## src/rtl/spi_target.sv

```systemverilog
// SPI mode-0 target with a 16-entry, 16-bit register bank. All SPI pins are
// oversampled in the ila_clk domain; frames are opcode[7:0], addr[7:0], data[15:0].
module spi_target #(
  parameter logic [15:0] ID_VALUE  = 16'hC0DE,
  parameter logic [15:0] VER_VALUE = 16'h0100
) (
  input  logic        ila_clk,
  input  logic        rstn,
  input  logic        sclk_i,
  input  logic        csn_i,
  input  logic        mosi_i,
  output logic        miso_o,
  output logic [15:0] ctrl_o,
  output logic        wr_stb_o,
  output logic        frame_err_o
);

  typedef enum logic {IDLE, RECV} state_t;

  localparam logic [7:0] OP_WRITE = 8'h40;
  localparam logic [7:0] OP_READ  = 8'h41;
  localparam logic [5:0] CNT_ADDR = 6'd16;
  localparam logic [5:0] CNT_FULL = 6'd32;

  state_t      state, state_nxt;
  logic [1:0]  sclk_ff, csn_ff, mosi_ff;
  logic        sclk_prev, csn_prev;
  logic        sclk_rise, csn_rise, csn_fall;
  logic [5:0]  bit_cnt, cnt_nxt;
  logic [31:0] shift_in, shift_nxt;
  logic [15:0] shift_out;
  logic        reading;
  logic        bit_take, load_read, shift_rd, commit, abort;
  logic [7:0]  wr_addr;
  logic [15:0] wr_data;
  logic [15:0] rd_data;
  logic [15:0] rw_regs [2:15];

  // Two-flop synchronisers plus one history stage for edge detection.
  // Synced csn resets high so a reset never looks like a frame start.
  always_ff @(posedge ila_clk or negedge rstn) begin
    if (!rstn) begin
      sclk_ff   <= 2'b00;
      csn_ff    <= 2'b11;
      mosi_ff   <= 2'b00;
      sclk_prev <= 1'b0;
      csn_prev  <= 1'b1;
    end else begin
      // NOTE: non-blocking assignments keep every flop sampling the pre-edge
      // value, which is what makes this a chain of stages and not one wire.
      sclk_ff   <= {sclk_ff[0], sclk_i};
      csn_ff    <= {csn_ff[0], csn_i};
      mosi_ff   <= {mosi_ff[0], mosi_i};
      sclk_prev <= sclk_ff[1];
      csn_prev  <= csn_ff[1];
    end
  end

  assign sclk_rise = sclk_ff[1] & ~sclk_prev;
  assign csn_rise  = csn_ff[1] & ~csn_prev;
  assign csn_fall  = ~csn_ff[1] & csn_prev;

  always_ff @(posedge ila_clk or negedge rstn) begin
    if (!rstn) state <= IDLE;
    else       state <= state_nxt;
  end

  always_comb begin
    state_nxt = state;
    case (state)
      IDLE: if (csn_fall) state_nxt = RECV;
      RECV: if (csn_rise) state_nxt = IDLE;
      default: state_nxt = IDLE;
    endcase
  end

  // A csn rise in the same cycle as an sclk rise drops the bit.
  always_comb begin
    // NOTE: every combinational output gets a default first, so no path
    // through the block can leave a value held and infer a latch.
    cnt_nxt   = bit_cnt + 6'd1;
    shift_nxt = {shift_in[30:0], mosi_ff[1]};
    bit_take  = (state == RECV) && sclk_rise && !csn_rise && (bit_cnt < CNT_FULL);
    load_read = bit_take && (cnt_nxt == CNT_ADDR) && (shift_nxt[15:8] == OP_READ);
    shift_rd  = bit_take && reading && (cnt_nxt > CNT_ADDR);
    commit    = bit_take && (cnt_nxt == CNT_FULL) && (shift_nxt[31:24] == OP_WRITE);
    abort     = (state == RECV) && csn_rise && (bit_cnt != 6'd0) && (bit_cnt < CNT_FULL);
  end

  // Register read mux, addressed by the byte that completes at bit 16.
  always_comb begin
    rd_data = '0;
    if (shift_nxt[7:0] == 8'h00) rd_data = ID_VALUE;
    if (shift_nxt[7:0] == 8'h01) rd_data = VER_VALUE;
    for (int i = 2; i < 16; i++)
      if (shift_nxt[7:0] == 8'(i)) rd_data = rw_regs[i];
  end

  always_ff @(posedge ila_clk or negedge rstn) begin
    if (!rstn) begin
      bit_cnt     <= '0;
      shift_in    <= '0;
      shift_out   <= '0;
      reading     <= 1'b0;
      miso_o      <= 1'b0;
      wr_stb_o    <= 1'b0;
      frame_err_o <= 1'b0;
      wr_addr     <= '0;
      wr_data     <= '0;
    end else begin
      wr_stb_o    <= commit;
      frame_err_o <= abort;
      if (commit) begin
        wr_addr <= shift_nxt[23:16];
        wr_data <= shift_nxt[15:0];
      end

      if (state == IDLE && csn_fall) begin
        bit_cnt  <= '0;
        shift_in <= '0;
        reading  <= 1'b0;
      end else if (bit_take) begin
        bit_cnt  <= cnt_nxt;
        shift_in <= shift_nxt;
      end

      if (state == IDLE || csn_rise) begin
        miso_o  <= 1'b0;
        reading <= 1'b0;
      end else if (load_read) begin
        shift_out <= rd_data;
        miso_o    <= rd_data[15];
        reading   <= 1'b1;
      end else if (shift_rd) begin
        shift_out <= {shift_out[14:0], 1'b0};
        miso_o    <= shift_out[14];
      end
    end
  end

  // The bank is written the cycle after wr_stb_o, so ctrl_o follows it by one.
  always_ff @(posedge ila_clk or negedge rstn) begin
    if (!rstn) begin
      // NOTE: the bank is only 14 flop words with defined reset values, so it
      // is reset like any other state rather than left to a RAM macro.
      for (int i = 2; i < 16; i++) rw_regs[i] <= '0;
    end else if (wr_stb_o) begin
      for (int i = 2; i < 16; i++)
        if (wr_addr == 8'(i)) rw_regs[i] <= wr_data;
    end
  end

  assign ctrl_o = rw_regs[2];

endmodule

```

## config.mk

```make
export PLATFORM = sky130hd
export DESIGN_NAME = spi_target
export DESIGN_NICKNAME = d
export VERILOG_FILES = /design/src/rtl/spi_target.sv
export SDC_FILE = /design/constraint.sdc
export NUM_CORES = 1
export LEC_CHECK = 0
export ABC_AREA = 1
export CORE_ASPECT_RATIO = 0.7
export CORE_UTILIZATION = 65
export CTS_BUF_LIST = sky130_fd_sc_hd__clkbuf_4 sky130_fd_sc_hd__clkbuf_8
export DETAILED_ROUTE_END_ITERATION = 10
export HOLD_SLACK_MARGIN = 0.05
export PLACE_DENSITY = 0.83
export SLEW_MARGIN = 20
export SYNTH_ARGS = -nofsm -noshare
export SYNTH_HDL_FRONTEND = slang
export SYNTH_SLANG_ARGS = --single-unit
```

## constraint.sdc

```tcl
create_clock -name ila_clk -period 2.75 [get_ports ila_clk]
set_input_delay 0.6875 -clock ila_clk [delete_from_list [all_inputs] [get_ports ila_clk]]
set_output_delay 0.6875 -clock ila_clk [all_outputs]
set_load 0.01 [all_outputs]
```

==> results of run 1 <==
[layer usage]
metal / share of wire [%] / vias to the layer above / GRT usage [%]
met5: 0 / - / 0
met4: 2.6 / 0 / 11.4
met3: 9.4 / 77 / 6.89
met2: 44 / 560 / 51.4
met1: 45 / 5460 / 49.1
li1: - / 5275 / -
[layout by cell type, fill, tap and decap left out, types with 2 or more instances in the layout]
master / Yosys / layout
a21oi_1: 37 / 37
and2_1: 2 / 2
buf_12: 0 / 4
buf_4: 17 / 39
clkbuf_4: 0 / 21
clkbuf_8: 0 / 55
clkdlybuf4s50_1: 0 / 22
clkinv_2: 0 / 3
dfrtp_1: 310 / 310
dfstp_2: 3 / 3
ha_1: 2 / 2
inv_1: 105 / 105
inv_2: 4 / 4
nand2_1: 439 / 439
nand2_2: 5 / 5
nand3_1: 76 / 76
nand4_1: 48 / 48
nor2_1: 118 / 118
nor2_2: 7 / 7
nor3_1: 15 / 15
nor3_2: 3 / 3
o211ai_1: 9 / 9
o21ai_0: 286 / 286
o21ai_1: 12 / 12
o31ai_1: 3 / 3
or2_0: 2 / 2
or2_2: 10 / 10
[through the flow]
step / utilization (%) / cell area (sq um) / power (mW) / std cells / setup slack [ns]
3_3_place_gp: 68.4 / 14200 / 5.18 / 1851 / 0.499
5_1_grt: 72.9 / 15100 / 9.26 / 1931 / 0.122
2_1_floorplan: - / 13700 / 4.97 / 1620 / 0.945
3_5_place_dp: 68.4 / 14200 / 5.19 / 1851 / 0.421
4_1_cts: 72.9 / 15100 / 9.00 / 1931 / 0.351
6_report: 72.9 / 15100 / 8.96 / 1931 / 0.269
[state kept, by name (all words and copies together) (netlist names), 6 cells and up]
signal	cells
shift_in	31
shift_out	15
wr_addr	8
rw_regs	208
bit_cnt	6
ctrl_o	16
wr_data	16
[final timing paths]
path / depth (start not counted) / slack, ns / to
max: 13 / 0.27 / miso_o
min: 1 / 0.06 / ctrl_o[4]
max reg2reg: 13 / 0.27 / miso_o
min reg2reg: 0 / 0.35 / sclk_ff[1]
max in group asynchronous: 2 / 1.78 / rw_regs[99]
min in group ila_clk: 0 / 0.35 / sclk_ff[1]
[power by group]
group | switching (mW) | internal, mW | leakage, nW | total [mW]
Sequential | 0.0359 | 4.63 | 4.35 | 4.67
Clock | 1.76 | 2.09 | 0.508 | 3.85
Combinational | 0.331 | 0.113 | 1.86 | 0.444
[logic make-up after synthesis]
logic type / count (synthesis) / synth area share (%)
and+or+nand+nor: 731 / 22.5
buffers and inverters: 221 / 6.64
AOI/OAI and AO/OA: 351 / 13.3
DFF: 313 / 57.2
adders and majority gates: 2 / 0.183
xor gates and xnor gates: 2 / 0.183
[final cells by class]
class	count	area, sq um
tap	276	345
timing repair buffer	66	608
inverter	110	413
clock inverter	4	23.8
clock buffer	76	915
multi-input combinational	1086	4950
fill	1553	5610
sequential	313	7840
==> reports/metrics.cfg, run 1 <==
[synth]
ys.flop_type = dfrtp_1
synth_top_area_share_pct = 56.6
syn_nets = 1627
yosysMostFrequentCell = nand2_1
yosysWarnings = 0
seq_area_frac_synth_pct = 57.2
yosys.area.top_type = dfrtp_1
synth-edff-count = 0
synth_area_sq_um = 13700
synth_cells = 1620
yosys-top-cells-area = dfrtp_1 57%, nand2_1 12%, o21ai_0 10%
ys_seq_elements = 313
synth_commonest_cells = 439 x nand2_1, 310 x dfrtp_1, 286 x o21ai_0
synth_area_per_cell_sq_um = 8.46
postSynth.asyncResetShare_pct = 100
ys_types = 37

[power_and_ir_drop]
p_leak_nw = 6.72
ir_worst_vdd_mv = 0.539
power_density_nw_per_um2 = 594

[hold_path]
hold_class = in2async

[critical_path]
critPathLaunchType = flop
path_buf_inv = 1
criticalPathCategory = reg2reg
slowest_stage = nor2_2
r2r_start = shift_in[6]
cpPeakStageDelay_ns = 0.61
crit_path_end_kind = flop
path_cells = nor2_1 > nand2_1 > inv_2 > nand2_1 > nor2_2 > a21oi_1 > nand4_1 > nand2_1 > nand3_1 > nand2_1 > nand2_1 > nand2_1 > nand2_1
critPathMaxFanout = 14
crit_start = shift_in[6]
crit_top_cell = nand2_1
cp.required_ns = 3.23
path_delay_family = simple AND/OR/NAND/NOR gates
crit_arrival_ns = 2.96

[global_routing]
antenna_found_initial = 0
grt_pass1_wl_um = 57100
grt_pass1_vias = 11017
grt-ovfl-total = 0
groute.usage.overall_pct = 33.8
grt_max_degree = 65

[clock_tree]
clk_pin_slew_ns = 0.07
cts_resized = 0
cts_buffer_depth = 3
cts_max_level = 2
clk_latency_ns = 0.57
ctsHoldBuffers = 0
cts_tree = yes
clock_sinks = 313
clock-root-buffer = clkbuf_8
cts_made_buffers = 46
post_cts_buffers = 0

[routing]
wl_per_cell_um = 17.9
dr_total_vias = 11372
drt_iter0_drc = 1307
drt_wl_total_um = 34500
dr.pass1.iters = 6
drc_errors = 0
antenna_left = 0
viasPerCell = 5.89

[sta]
fmax_ghz = 0.403
slew_headroom_pct = 49.8
rsz0062_at_grt = false
holdWs_ns = 0.0648
worst_clock_skew_ns = 0.0359
final_hold_viol_count = 0
setup-tns-final_ns = 0
tightestPinTransition_ns = 0.752
setup_viol = 0
final.period_utilization_pct = 90.2
min_period_ns = 2.48
drv_slew = 0

[run_status]
status = completed

[die]
die_width_um = 176
die-area_sq_um = 21700
start_util_pct = 66.2
rows = 44
io_pins = 24
die_y_um = 123
core_sq_um = 20700

[placed_design]
dp.final_hpwl_um = 23000
gp_congestion = 0.909
portBuffers = 23

[layout]
antennaDiodeCount = 0
area_delta_synth_final_pct = 10.2
num-nets-final = 1630
drive_gt1_share_pct = 9.61

[run]
drv_cap = 0

No activity file was read; power rests on OpenSTA's default activity.
==> run 2, diff against run 1 <==
--- a/config.mk
+++ b/config.mk
@@ -12,6 +12,7 @@
 export DETAILED_ROUTE_END_ITERATION = 10
 export HOLD_SLACK_MARGIN = 0.05
 export PLACE_DENSITY = 0.83
+export RECOVER_POWER = 100
 export SLEW_MARGIN = 20
 export SYNTH_ARGS = -nofsm -noshare
 export SYNTH_HDL_FRONTEND = slang
==> run 2 against run 1 <==
Compared with the run above:
- the run now ends with capacitance limit, slew limit left
- first-iteration DRC count grew 5.4%
- worst hold slack better by 0.28 ns
- combinational power fell by 3%
- global-route usage unchanged
- clock power about the same
- clock-buffer cell count did not move
- cell count did not move
- register-to-register slack got worse by 0.04 ns
==> reports/metrics.cfg, run 2 (synthesized netlist as in run 1, its figures left out) <==
[run_status]
status = finished with violations
violations = capacitance limit, slew limit

[placed_design]
numPlacedInstances = 1851  ; unchanged
portBuffers = 23  ; unchanged
dp.final_hpwl_um = 23000  ; unchanged
place_area_sq_um = 14200  ; unchanged
gp_congestion = 0.909  ; unchanged

[sta]
tightestPinTransition_ns = 1.63  ; +0.875 ns
slew_headroom_pct = -8.45  ; -58 points
setup-tns-final_ns = 0  ; unchanged
setup_viol = 0  ; unchanged
min_period_ns = 2.52  ; +0.0368 ns
final.period_utilization_pct = 91.5  ; +1.3 points
rsz0062_at_grt = false
final_hold_viol_count = 0  ; unchanged
worst_clock_skew_ns = 0.0335  ; -0.00245 ns
holdWs_ns = 0.347  ; +0.282 ns
fmax_ghz = 0.397  ; -1.5%
drv_slew = 64  ; +64

[global_routing]
grt.met2_usage_pct = 51.4  ; unchanged
met3_usage_pct = 6.89  ; unchanged
groute.usage.overall_pct = 33.8  ; unchanged
grt.met1_usage_pct = 49.1  ; unchanged
antenna_found_initial = 0  ; unchanged
grt-ovfl-total = 0  ; unchanged
grt_max_degree = 65  ; unchanged
top_usage_layer = met2
grt_pass1_wl_um = 57100  ; unchanged
grt_pass1_vias = 11017  ; unchanged

[hold_path]
hold_class = reg2reg

[layout]
final_cell_mix = 439 x nand2_1, 310 x dfrtp_1, 290 x o21ai_0
drive_gt1_share_pct = 9.24  ; -0.36 points
num-nets-final = 1630  ; unchanged
largest_register_ffs = 208  ; unchanged
area_delta_synth_final_pct = 9.37
final_cells = 1931  ; unchanged
reg_top3 = rw_regs (208), shift_in (31)
fin_area_sq_um = 15000  ; -0.74%
layout_commonest_cell = nand2_1
largest_register = rw_regs
antennaDiodeCount = 0  ; unchanged

[die]
die-area_sq_um = 21700  ; unchanged
die_y_um = 123  ; unchanged
start_util_pct = 66.2  ; unchanged
core_sq_um = 20700  ; unchanged
io_pins = 24  ; unchanged
die_width_um = 176  ; unchanged
rows = 44  ; unchanged

[routing]
drt_iter0_drc = 1378  ; +5.4%
drc_errors = 0  ; unchanged
wl_per_cell_um = 17.8  ; -0.27%
antenna_left = 0  ; unchanged
dr.pass1.iters = 6  ; unchanged
dr_total_vias = 11368  ; -0.035%
drt_wl_total_um = 34400  ; -0.27%
viasPerCell = 5.89  ; about the same

[critical_path]
cp.required_ns = 3.22  ; about the same
critPathMaxFanout = 18  ; +4
criticalPathCategory = reg2reg
crit_arrival_ns = 2.99  ; +0.03 ns
critPathLaunchType = flop
crit_path_end_kind = flop

[power_and_ir_drop]
p_sw_share_pct = 23.7  ; about the same
p_comb_share_pct = 4.8  ; -0.2 points
p_int_mw = 6.83  ; -0.17%
power_density_nw_per_um2 = 597  ; +0.54%
seqPwrFrac_pct = 52.2  ; about the same
ir_worst_vdd_mv = 0.539  ; about the same
p_sw_mw = 2.12  ; -0.29%
p_clk_share_pct = 43.0  ; about the same
p_leak_nw = 6.75  ; +0.50%

[clock_tree]
cts_buffer_depth = 3  ; unchanged
cts_max_level = 2  ; unchanged
cts_made_buffers = 46  ; unchanged
clk_latency_ns = 0.57  ; about the same
cts_tree = yes
cts_resized = 0  ; unchanged
clock-root-buffer = clkbuf_8
clk_pin_slew_ns = 0.06  ; about the same
clock_sinks = 313  ; unchanged
post_cts_buffers = 0  ; unchanged
ctsHoldBuffers = 0  ; unchanged

[run]
drv_cap = 1  ; +1

==> run 2: changes by cell type in the layout (fill, tap and decap cells not counted), sizes merged <==
cell and change:
buf -25, clkbuf +25, clkdlybuf4s50 -22, dlygate4sd3 +22
==> run 2: power by group through the flow <==
| stage | registers (mW) | clock network (mW) | logic, mW |
|---|---|---|---|
| finish | 4.67 | 3.85 | 0.430 |
| global route | 4.67 | 4.09 | 0.482 |
| CTS | 4.67 | 3.89 | 0.446 |
| detailed placement | 4.75 | 0 | 0.441 |
| global placement | 4.75 | 0 | 0.431 |
| floorplan | 4.74 | 0 | 0.235 |
==> run 2: final timing paths <==
check                            from     endpoint  slack (ns)  cells past startpoint
setup / recovery            csn_ff[1]   bit_cnt[4]        0.23                      6
setup reg to reg            csn_ff[1]   bit_cnt[4]        0.23                      6
min in group asynchronous        rstn    ctrl_o[4]        0.52                      1
hold reg to reg            sclk_ff[0]   sclk_ff[1]        0.35                      0
max in group asynchronous        rstn  rw_regs[54]        0.52                      2
hold / removal             sclk_ff[0]   sclk_ff[1]        0.35                      0
==> run 2: critical path: stages (launching register included) <==
cell	delay, ns
dfstp_2	0.53
inv_1	0.05
nand3_1	0.12
clkbuf_2	0.36
clkbuf_1	0.72
inv_1	0.33
a211oi_1	0.31
==> run 2: area by class of cell <==
class                           instances  area, sq um
Timing Repair Buffer                   66          504
Multi-Input combinational cell       1086         4950
Tap cell                              276          345
Fill cell                            1580         5720
Sequential cell                       313         7840
Clock buffer                           76          915
Inverter                              110          413
Clock inverter                          4         23.8
==> run 2: layer usage <==
layer	wire length [um]	vias to the layer above
met1	15200	5427
met2	15000	582
met5	0	-
met3	3380	74
li1	-	5285
met4	826	0
==> run 2: through the flow <==
step                setup slack [ns]  utilization (%)  total power [mW]
global route                   0.102             72.4              9.24
finish                         0.233             72.4              8.95
floorplan                      0.945                -              4.97
detailed placement             0.421             68.4              5.19
CTS                            0.351             72.9              9.00
global placement               0.499             68.4              5.18
